<file path="src/rtl/mm_pkg.sv">
// Shared definitions for the matrix feeder and matrix multiplier:
// data width, FSM state encodings and the transposed-index helper.
package mm_pkg;

    localparam int unsigned DATA_W = 32;
    localparam int unsigned IDX_W  = 16;

    typedef enum logic [1:0] {
        ST_IDLE   = 2'd0,
        ST_STREAM = 2'd1,
        ST_DONE   = 2'd2
    } state_t;

    // Row-major k = i*n + j maps to j*n + i (swap row and column fields).
    // Only meaningful for k < n*n, n = 2**lg.
    function automatic logic [IDX_W-1:0] transpose_idx(input logic [IDX_W-1:0] k,
                                                       input int unsigned   lg);
        logic [IDX_W-1:0] mask;
        mask = IDX_W'((32'd1 << lg) - 32'd1);
        return ((k & mask) << lg) | (k >> lg);
    endfunction

endpackage

</file>
<file path="src/rtl/operand_buffer.sv">
// n*n x DATA_W operand storage: one synchronous write port, one
// asynchronous read port. Deliberately unreset so contents survive reset.
// Ports:
//   clk        - clock
//   i_wr_en    - write strobe
//   i_wr_addr  - write address (row-major)
//   i_wr_data  - write word
//   i_rd_addr  - read address
//   o_rd_data  - read word (combinational)
module operand_buffer
    import mm_pkg::*;
#(
    parameter int unsigned log_size = 1
) (
    input  logic                    clk,
    input  logic                    i_wr_en,
    input  logic [2*log_size-1:0]   i_wr_addr,
    input  logic [DATA_W-1:0]       i_wr_data,
    input  logic [2*log_size-1:0]   i_rd_addr,
    output logic [DATA_W-1:0]       o_rd_data
);

    localparam int unsigned DEPTH = 2 ** (2 * log_size);

    logic [DATA_W-1:0] r_mem [DEPTH];

    always_ff @(posedge clk) begin
        if (i_wr_en) begin
            r_mem[i_wr_addr] <= i_wr_data;
        end
    end

    assign o_rd_data = r_mem[i_rd_addr];

endmodule

</file>
<file path="src/rtl/matrix_feeder.sv">
// Operand staging for matrix_multiplier: holds matrices A and B and, on
// start, streams n*n (A row-major, B column-major) word pairs over a
// strobe/acknowledge handshake.
// Ports:
//   clk, rst          - clock, synchronous active-high reset
//   wr_en/wr_sel      - buffer write strobe and select (0 = A, 1 = B), IDLE only
//   wr_addr/wr_data   - row-major write address and word
//   start             - begin streaming (IDLE, wr_en low)
//   out_ack           - downstream accept
//   out_stb           - pair valid
//   a_out/b_out       - A word / B word of the current pair
//   busy              - high in STREAM and DONE
//   done              - one-cycle pulse after the last transfer
module matrix_feeder
    import mm_pkg::*;
#(
    parameter int unsigned log_size = 1
) (
    input  logic                    clk,
    input  logic                    rst,
    input  logic                    wr_en,
    input  logic                    wr_sel,
    input  logic [2*log_size-1:0]   wr_addr,
    input  logic [DATA_W-1:0]       wr_data,
    input  logic                    start,
    input  logic                    out_ack,
    output logic                    out_stb,
    output logic [DATA_W-1:0]       a_out,
    output logic [DATA_W-1:0]       b_out,
    output logic                    busy,
    output logic                    done
);

    localparam int unsigned AW = 2 * log_size;
    localparam logic [AW-1:0] LAST_IDX = '1;   // n*n - 1

    state_t            r_state;
    logic [AW-1:0]     r_k;
    logic              r_out_stb;
    logic [DATA_W-1:0] r_a_out;
    logic [DATA_W-1:0] r_b_out;
    logic              r_busy;
    logic              r_done;

    logic [AW-1:0]     w_rd_idx;
    logic [AW-1:0]     w_b_idx;
    logic [DATA_W-1:0] w_a_rd;
    logic [DATA_W-1:0] w_b_rd;
    logic              w_wr_ok;
    logic              w_xfer;

    // Outputs are registered, so buffers are read one index ahead:
    // pair 0 when launching from IDLE, pair k+1 while streaming.
    assign w_rd_idx = (r_state == ST_STREAM) ? (r_k + AW'(1)) : '0;
    assign w_b_idx  = AW'(transpose_idx(IDX_W'(w_rd_idx), log_size));
    assign w_wr_ok  = wr_en && (r_state == ST_IDLE);
    assign w_xfer   = r_out_stb && out_ack;

    operand_buffer #(.log_size(log_size)) u_buf_a (
        .clk       (clk),
        .i_wr_en   (w_wr_ok && !wr_sel),
        .i_wr_addr (wr_addr),
        .i_wr_data (wr_data),
        .i_rd_addr (w_rd_idx),
        .o_rd_data (w_a_rd)
    );

    operand_buffer #(.log_size(log_size)) u_buf_b (
        .clk       (clk),
        .i_wr_en   (w_wr_ok && wr_sel),
        .i_wr_addr (wr_addr),
        .i_wr_data (wr_data),
        .i_rd_addr (w_b_idx),
        .o_rd_data (w_b_rd)
    );

    // Streaming FSM with registered outputs.
    always_ff @(posedge clk) begin
        if (rst) begin
            r_state   <= ST_IDLE;
            r_k       <= '0;
            r_out_stb <= 1'b0;
            r_a_out   <= '0;
            r_b_out   <= '0;
            r_busy    <= 1'b0;
            r_done    <= 1'b0;
        end else begin
            case (r_state)
                ST_IDLE: begin
                    r_done <= 1'b0;
                    if (start && !wr_en) begin
                        r_state   <= ST_STREAM;
                        r_k       <= '0;
                        r_out_stb <= 1'b1;
                        r_a_out   <= w_a_rd;
                        r_b_out   <= w_b_rd;
                        r_busy    <= 1'b1;
                    end
                end
                ST_STREAM: begin
                    if (w_xfer) begin
                        if (r_k == LAST_IDX) begin
                            r_state   <= ST_DONE;
                            r_out_stb <= 1'b0;
                            r_a_out   <= '0;
                            r_b_out   <= '0;
                            r_done    <= 1'b1;
                        end else begin
                            r_k     <= r_k + AW'(1);
                            r_a_out <= w_a_rd;
                            r_b_out <= w_b_rd;
                        end
                    end
                end
                ST_DONE: begin
                    r_state <= ST_IDLE;
                    r_k     <= '0;
                    r_done  <= 1'b0;
                    r_busy  <= 1'b0;
                end
                default: begin
                    r_state   <= ST_IDLE;
                    r_k       <= '0;
                    r_out_stb <= 1'b0;
                    r_a_out   <= '0;
                    r_b_out   <= '0;
                    r_busy    <= 1'b0;
                    r_done    <= 1'b0;
                end
            endcase
        end
    end

    assign out_stb = r_out_stb;
    assign a_out   = r_a_out;
    assign b_out   = r_b_out;
    assign busy    = r_busy;
    assign done    = r_done;

endmodule
</file>
<file path="config.mk">
export PLATFORM = sky130hd
export DESIGN_NAME = matrix_feeder
export DESIGN_NICKNAME = d
export VERILOG_FILES = /design/src/rtl/mm_pkg.sv /design/src/rtl/operand_buffer.sv /design/src/rtl/matrix_feeder.sv
export SDC_FILE = /design/constraint.sdc
export NUM_CORES = 1
export LEC_CHECK = 0
export CAP_MARGIN = 10
export CORE_MARGIN = 8
export CORE_UTILIZATION = 39
export DETAILED_ROUTE_END_ITERATION = 10
export MAX_ROUTING_LAYER = met4
export SYNTH_ARGS = -nofsm -noshare
export SYNTH_HDL_FRONTEND = slang
export SYNTH_SLANG_ARGS = --single-unit
</file>
<file path="constraint.sdc">
create_clock -name clk -period 4.3 [get_ports clk]
set_input_delay 1.075 -clock clk [delete_from_list [all_inputs] [get_ports clk]]
set_output_delay 1.075 -clock clk [all_outputs]
set_load 0.05 [all_outputs]
</file>
Word level (Yosys, flattened, before mapping) --
Memory sizes are Yosys's and may differ from the RTL's. Index checks and enable logic that the tools add are counted.
Word-level totals: flip-flop bits (word level) 71, bits in latches 0, memory bits (writable) 256, bits in read-only memories 0, input bits 40, output and inout bits 67, logic and storage cells 61, memories 2
Cells by class: $add $sub $neg 1, multiply operators 0, divide/modulo/power cells 0, magnitude comparators 0, equality and inequality tests 7, shift operators 0, muxes and demuxes 26, bitwise logic cells 3, reductions and logical operators 15
Memories:
- u_buf_a.r_mem | depth 4, bits a word 32, rd ports 1, clocked after Yosys merged registers in 0, write ports 1, RTL line operand_buffer.sv:25 | logic [DATA_W-1:0] r_mem [DEPTH];
- u_buf_b.r_mem | depth 4, bits a word 32, rd ports 1, clocked after Yosys merged registers in 0, write ports 1, RTL line operand_buffer.sv:25
Operator list (number):
- 2-to-1 mux 32 bit | 6
- case mux 32 bit (3 select lines) | 2
- 2-to-1 mux 2 bit | 7
- AND reduction 3 bit | 3
- case mux 2 bit (2 select lines) | 2
- 2-to-1 mux 1 bit | 7
- logical AND 1 bit | 5
- equality test 2 bit (second input constant) | 2
- != test 2 x 1 -> 1 bit (second input constant) | 2
- != test 2 bit (second input constant) | 2
- AND reduction 2 bit | 2
- AND reduction 4 bit | 1
- case mux 1 bit (3 select lines) | 1
- adder 2 x 1 -> 2 bit (second input constant) | 1
- equality test 2 x 1 -> 1 bit (second input constant) | 1
- zero test 1 bit | 2
- zero test 2 bit | 1
- NOT 1 bit | 2
- bitwise OR 2 x 1 -> 2 bit | 1
- case mux 1 bit (2 select lines) | 1
- OR reduction 2 bit | 1

Depth between registers and ports, before layout --
Gate-level depths: netlist of run 1. An unclocked memory read counts as a cell.
depth after elaboration 7, gate-level depth with buffers 7, depth with buffers taken out 5

By module --
Synthesis of run 1 repeated with hierarchy kept, for this count alone.
Unflattened totals: cells, all modules 665, area, all modules 12570.8 um2
By module, submodules not included:
- operand_buffer | times used 2, cells an instance 171, area an instance 4689.5 um2, seq. area each 3843.7 um2
- matrix_feeder | times used 1, cells an instance 323, area an instance 3191.8 um2, seq. area each 1421.4 um2

Least setup slack after synthesis of run 1 --
OpenSTA, ideal clock, no wires.
kind input to register, from in wr_sel, to mem u_buf_a.r_mem[0][0], enable pin, library setup time 461 ps, arrival time 3963 ps, data required time 3839 ps, setup slack -125 ps, stages on the path 2, buffers on the path 0, cells stage by stage or4b_2 > nor3_1
Between the ends: word-level cells in the longest chain between the ends 4
Ends and longest elaborated chain:
- start: declaration | RTL line matrix_feeder.sv:22 | input logic wr_sel,
- zero test 1 bit | RTL line matrix_feeder.sv:61 | .i_wr_en (w_wr_ok && !wr_sel),
- logical AND 1 bit | RTL line matrix_feeder.sv:61
- 2-to-1 mux 1 bit | RTL line operand_buffer.sv:28 | if (i_wr_en) begin
- 2-to-1 mux 1 bit (not written as such) | RTL line operand_buffer.sv:29 | r_mem[i_wr_addr] <= i_wr_data;
- end: declaration | RTL line operand_buffer.sv:25
Every way passes these cells.

Worst setup path in the final report of run 1 --
from in wr_en, to mem u_buf_a.r_mem[2][31], enable pin
Between the ends: word-level cells in the longest chain between the ends 4
Ends and longest elaborated chain:
- start: declaration | RTL line matrix_feeder.sv:21 | input logic wr_en,
- logical AND 1 bit | RTL line matrix_feeder.sv:56 | assign w_wr_ok = wr_en && (r_state == ST_IDLE);
- logical AND 1 bit | RTL line matrix_feeder.sv:61
- 2-to-1 mux 1 bit | RTL line operand_buffer.sv:28
- 2-to-1 mux 1 bit (not written as such) | RTL line operand_buffer.sv:29
Every way passes these cells.

==> impl_metrics.yaml, run 1 <==
run_status:
  status: "finished clean"
sta:
  tns_ns: 0
  setup-violations-final: 0
  post-route-min-period_ns: 2.94
  hold_viol_final: 0
  holdWs_ns: 0.466
  fin_crit_sh_pct: 68.4
  tightest_slew_ns: 1.10
  rsz0062_at_grt: "false"
  max_slew_margin_pct: 26.2
  timing.fmax_mhz: 340
  fin_skew_ns: 0.0185
  final_max_slew_viol_count: 0
floorplan:
  rows: 64
  fp.dieH_um: 192
  io_pins: 107
  chipWidth_um: 192
  initial_utilization_pct: 39.7
  fp.dieArea_um2: 37000
  fp.coreArea_um2: 30600
finish:
  final_cell_mix: "edfxtp_1 (256), clkdlybuf4s50_1 (106), dfxtp_1 (70), mux2i_1 (66), nor2_1 (37)"
  nNetsFinal: 897
  fin_cells: 1275
  antenna_cells: 0
  layout_commonest_cell: "edfxtp_1"
  synthToLayoutAreaGrowth_pct: 21.3
  layout-drive-gt1-share_pct: 9.67
setup_path:
  crit_chain: "clkdlybuf4s50_1, or4b_2, nor2_4, buf_12"
  start_kind: "primary input"
  crit_buf_inv: 2
  cp.required_ns: 4.50
  end_kind: "flop"
  path_class: "in -> reg"
  path_delay_family: "simple AND/OR/NAND/NOR gates"
  slowest_stage: "or4b_2"
  crit_fanout: 19
  arrival_ns: 3.14
  cp_slowest_stage_delay_ns: 0.77
yosys:
  ys_seq_elements: 327
  ys_seq_area_share_pct: 75.1
  synth_cells: 746
  ys.flop_type: "edfxtp_1"
  synth_cell_types: 32
  ys_warn_count: 0
  synth_nets: 787
  avgSynthCellArea_um2: 16.3
  synth_area_um2: 12100
  ys_async_sr_fraction_pct: 0
  synth_edf_count: 256
detailed_routing:
  viasPerCell: 5.34
  antenna_left: 0
  firstDrtPassIters: 5
  routedWlPerCell_um: 21.0
  drc_errors: 0
  drt-initial-drc-count: 482
  routed-via-count: 6808
  wirelength_um: 26800
worst_hold_path:
  hold_path.class: "reg -> reg"
grt:
  antenna_found_initial: 0
  grt_pass1_vias: 7052
  grt_usage_pct: 14.9
  grt_pass1_wl_um: 41500
  grt-ovfl-total: 0
  grt_max_degree: 65
cts:
  htreeDepth: 2
  clock_latency_ns: 0.51
  cts-buffers-inserted: 35
  cts_setup_buffers: 0
  clock-sinks: 327
  cts_hold_buffers: 0
  clk_path_buf_depth: 3
  ctsResizeCount: 0
  cts.clk_slew.worst_paths_ns: 0.06
  cts.root.buffer_cell: "clkbuf_16"
  tritoncts: "done"
power_and_ir_drop:
  p_leak_nw: 4.56
  vdd_drop_max_v: 0.000281
  finalPower_mw: 6.81
  powerDensity_nw_per_um2: 463
placement:
  dpl.hpwl_um: 16200
  numPortBuffers: 106
  place_inst: 1215
  gp_congestion: 0.732
flow_run:
  drv_cap: 0
stage by stage:
| stage | cell area (um^2) | setup slack (ns) | util (%) |
|---|---|---|---|
| global placement | 13700 | 0.839 | 44.8 |
| global route | 14700 | 1.28 | 48.1 |
| detailed placement | 13700 | 0.812 | 44.8 |
| finish | 14700 | 1.36 | 48.1 |
| floorplan | 12100 | 0.386 | - |
| CTS | 14700 | 1.34 | 48.1 |
synthesized netlist by cell type, drive strengths merged (15+ instances only):
| cell | instances | share of area, % |
|---|---|---|
| a221oi | 32 | 2.3 |
| a22o | 32 | 2.3 |
| a32o | 32 | 2.6 |
| buf | 38 | 1.9 |
| clkbuf | 15 | 0.46 |
| dfxtp | 71 | 12 |
| edfxtp | 256 | 63 |
| mux2i | 66 | 5.4 |
| nand2 | 33 | 1.0 |
| nand2b | 35 | 1.8 |
| nor2 | 44 | 1.4 |
| o22a | 32 | 2.3 |
| o22ai | 32 | 1.6 |
state kept, by name, indices dropped and copies added (netlist names), 2 cells and up:
signal and count:
b_out 32, r_k 2, u_buf_a.r_mem 128, u_buf_b.r_mem 128, a_out 32, r_state 2
final timing paths:
check | from | endpoint | slack (ns) | cells after the start
min reg2reg | b_out[3] | b_out[3] | 0.47 | 1
max reg2reg | r_k[0] | a_out[17] | 1.37 | 5
max | wr_en | u_buf_a.r_mem[2][31] | 1.36 | 4
min | b_out[3] | b_out[3] | 0.47 | 1
logic make-up after synthesis:
| family | synth area share [%] |
|---|---|
| DFF | 75.1 |
| buffers and inverters | 2.46 |
| and+or+nand+nor | 5.14 |
| muxes | 5.44 |
| adders and majority gates | 0.103 |
| AOI/OAI and AO/OA | 11.8 |
layout make-up:
| cell class | instances | area (um^2) |
|---|---|---|
| clock buffer | 44 | 910 |
| clock inverter | 16 | 101 |
| fill | 2627 | 15900 |
| inverter | 4 | 15.0 |
| multi-input combinational | 362 | 2830 |
| sequential | 327 | 9110 |
| tap | 396 | 495 |
| timing repair buffer | 126 | 1260 |
where the power goes:
group | leakage (nW) | internal (mW) | switching [mW]
registers | 2.90 | 3.50 | 0.0381
clock network | 0.501 | 1.55 | 1.15
logic | 1.16 | 0.195 | 0.372
total | 4.56 | 5.25 | 1.56
per-layer routing:
| layer | vias up | track usage [%] | share of wire, % |
|---|---|---|---|
| li1 | 3197 | - | - |
| met1 | 3411 | 19.1 | 45 |
| met2 | 160 | 23.9 | 48 |
| met3 | 40 | 2.57 | 4.6 |
| met4 | 0 | 4.47 | 2.0 |
| met5 | - | - | 0 |
No activity file was read; power rests on OpenSTA's default activity.
==> run 2, diff against run 1 <==
==> constraint.sdc (replaced) <==
create_clock -name clk -period 2.4 [get_ports clk]
set_input_delay 0.6 -clock clk [delete_from_list [all_inputs] [get_ports clk]]
set_output_delay 0.6 -clock clk [all_outputs]
set_load 0.05 [all_outputs]
==> run 2 against run 1 <==
Net effect: first-iteration DRC count is 34% lower; register-to-register slack worse by 1.1 ns; total power is 89% higher; final area is 3.8% higher; wire length is 2.2% higher; critical path type is now reg -> out.
==> impl_metrics.yaml, run 2 (same netlist as run 1, synthesis figures left out) <==
run_status:
  status: "finished clean"
setup_path:
  cp_slowest_stage_delay_ns: 0.85
  path_class: "reg -> out"
  cp.required_ns: 1.80
  arrival_ns: 1.74
  path_delay_family: "buffers and inverters"
  crit_fanout: 2
  crit_buf_inv: 1
  crit_chain: "clkdlybuf4s50_1"
  start_kind: "flop"
  end_kind: "output port"
  slowest_stage: "clkdlybuf4s50_1"
power_and_ir_drop:
  vdd_drop_max_v: 0.000494
  sw_frac_of_total_pct: 22.6
  powerDensity_nw_per_um2: 841
  clkPwrFrac_pct: 42.3
  pwr-share-seq_pct: 49.3
  power_frac_comb_pct: 8.4
  p_int_mw: 9.94
  p_leak_nw: 4.81
  p_switching_mw: 2.90
worst_hold_path:
  hold_path.class: "reg -> reg"
finish:
  layout-drive-gt1-share_pct: 12.9
  fin_area_um2: 15300
  final_cell_mix: "edfxtp_1 (256), clkdlybuf4s50_1 (105), dfxtp_1 (70), mux2i_1 (66), clkbuf_16 (38)"
  antenna_cells: 0
  fill_cells: 2585
  synthToLayoutAreaGrowth_pct: 25.8
  layout_commonest_cell: "edfxtp_1"
  nNetsFinal: 920
  reg_top3: "u_buf_a.r_mem x128, u_buf_b.r_mem x128"
cts:
  cts.clk_slew.worst_paths_ns: 0.06
  clock-sinks: 327
  cts_setup_buffers: 0
  htreeDepth: 2
  cts-buffers-inserted: 36
  clk_path_buf_depth: 3
  clock_latency_ns: 0.50
  cts_hold_buffers: 0
  cts.root.buffer_cell: "clkbuf_16"
  tritoncts: "done"
  ctsResizeCount: 1
sta:
  fin_skew_ns: 0.0144
  setup-violations-final: 0
  max_slew_margin_pct: 25.6
  final_max_slew_viol_count: 0
  rsz0062_at_grt: "false"
  tightest_slew_ns: 1.11
  timing.fmax_mhz: 427
  tns_ns: 0
  post-route-min-period_ns: 2.34
  fin_crit_sh_pct: 97.6
  hold_viol_final: 0
grt:
  antenna_found_initial: 0
  grt_pass1_vias: 7050
  grt-ovfl-total: 0
  grt_max_degree: 65
  grt_pass1_wl_um: 42000
  grt_usage_pct: 15.0
floorplan:
  fp.coreArea_um2: 30600
  fp.dieArea_um2: 37000
  fp.dieH_um: 192
  io_pins: 107
  rows: 64
  initial_utilization_pct: 39.7
  chipWidth_um: 192
detailed_routing:
  drc_errors: 0
  antenna_left: 0
  viasPerCell: 5.32
  routed-via-count: 6927
  wirelength_um: 27400
  routedWlPerCell_um: 21.0
  drt-initial-drc-count: 318
  firstDrtPassIters: 4
placement:
  placedInstanceArea_um2: 14100
  gp_congestion: 0.734
  dpl.hpwl_um: 16800
  numPortBuffers: 106
flow_run:
  drv_cap: 0
==> run 2: changes by cell type in the layout (fill, tap and decap cells not counted), moves of 3 or more <==
cell	previous run	this run
clkbuf_16	35	38
buf_12	4	20
clkinv_1	6	1
buf_4	16	22
clkinvlp_4	0	3
==> run 2: power by group through the flow <==
stage | sequential (mW) | combinational (mW) | clock (mW)
detailed placement | 6.46 | 1.09 | 0
floorplan | 6.69 | 0.369 | 0
global route | 6.35 | 1.14 | 5.76
finish | 6.33 | 1.08 | 5.43
CTS | 6.34 | 1.10 | 5.55
global placement | 6.45 | 1.08 | 0
==> run 2: stage by stage <==
stage               instances  setup WS [ns]  power [mW]  hold WS, ns  util [%]
detailed placement       1237        -0.0315        7.55        0.454      46.0
global placement         1237        -0.0302        7.53        0.448      46.0
CTS                      1303         0.0259        13.0        0.467      49.9
finish                   1303         0.0571        12.8        0.464      49.9
global route             1303        0.00685        13.3        0.484      49.9
floorplan                 746         -0.191        7.06        0.502         -
==> run 2: layer usage <==
layer / vias to the layer above / track usage, % / wire length, um
met5: - / - / 0
met4: 0 / 3.38 / 437
met3: 37 / 2.17 / 1080
met2: 161 / 25.3 / 13800
met1: 3492 / 19.1 / 12100
li1: 3237 / - / -
==> run 2: area by class of cell <==
| type | instances | area [um^2] | area share [%] |
|---|---|---|---|
| sequential | 327 | 9110 | 59.6 |
| multi-input combinational | 362 | 2840 | 18.6 |
| timing repair buffer | 148 | 1630 | 10.6 |
| clock buffer | 49 | 1000 | 6.56 |
| tap | 396 | 495 | 3.24 |
| clock inverter | 17 | 189 | 1.24 |
| inverter | 4 | 15.0 | 0.0983 |
==> run 2: path summary, 6_finish.rpt <==
check | slack [ns] | cells after the start | end | startpoint
setup / recovery | 0.06 | 1 | done | done
hold / removal | 0.46 | 1 | b_out[3] | b_out[3]
setup reg to reg | 0.23 | 5 | b_out[21] | r_k[1]
hold reg to reg | 0.46 | 1 | b_out[3] | b_out[3]
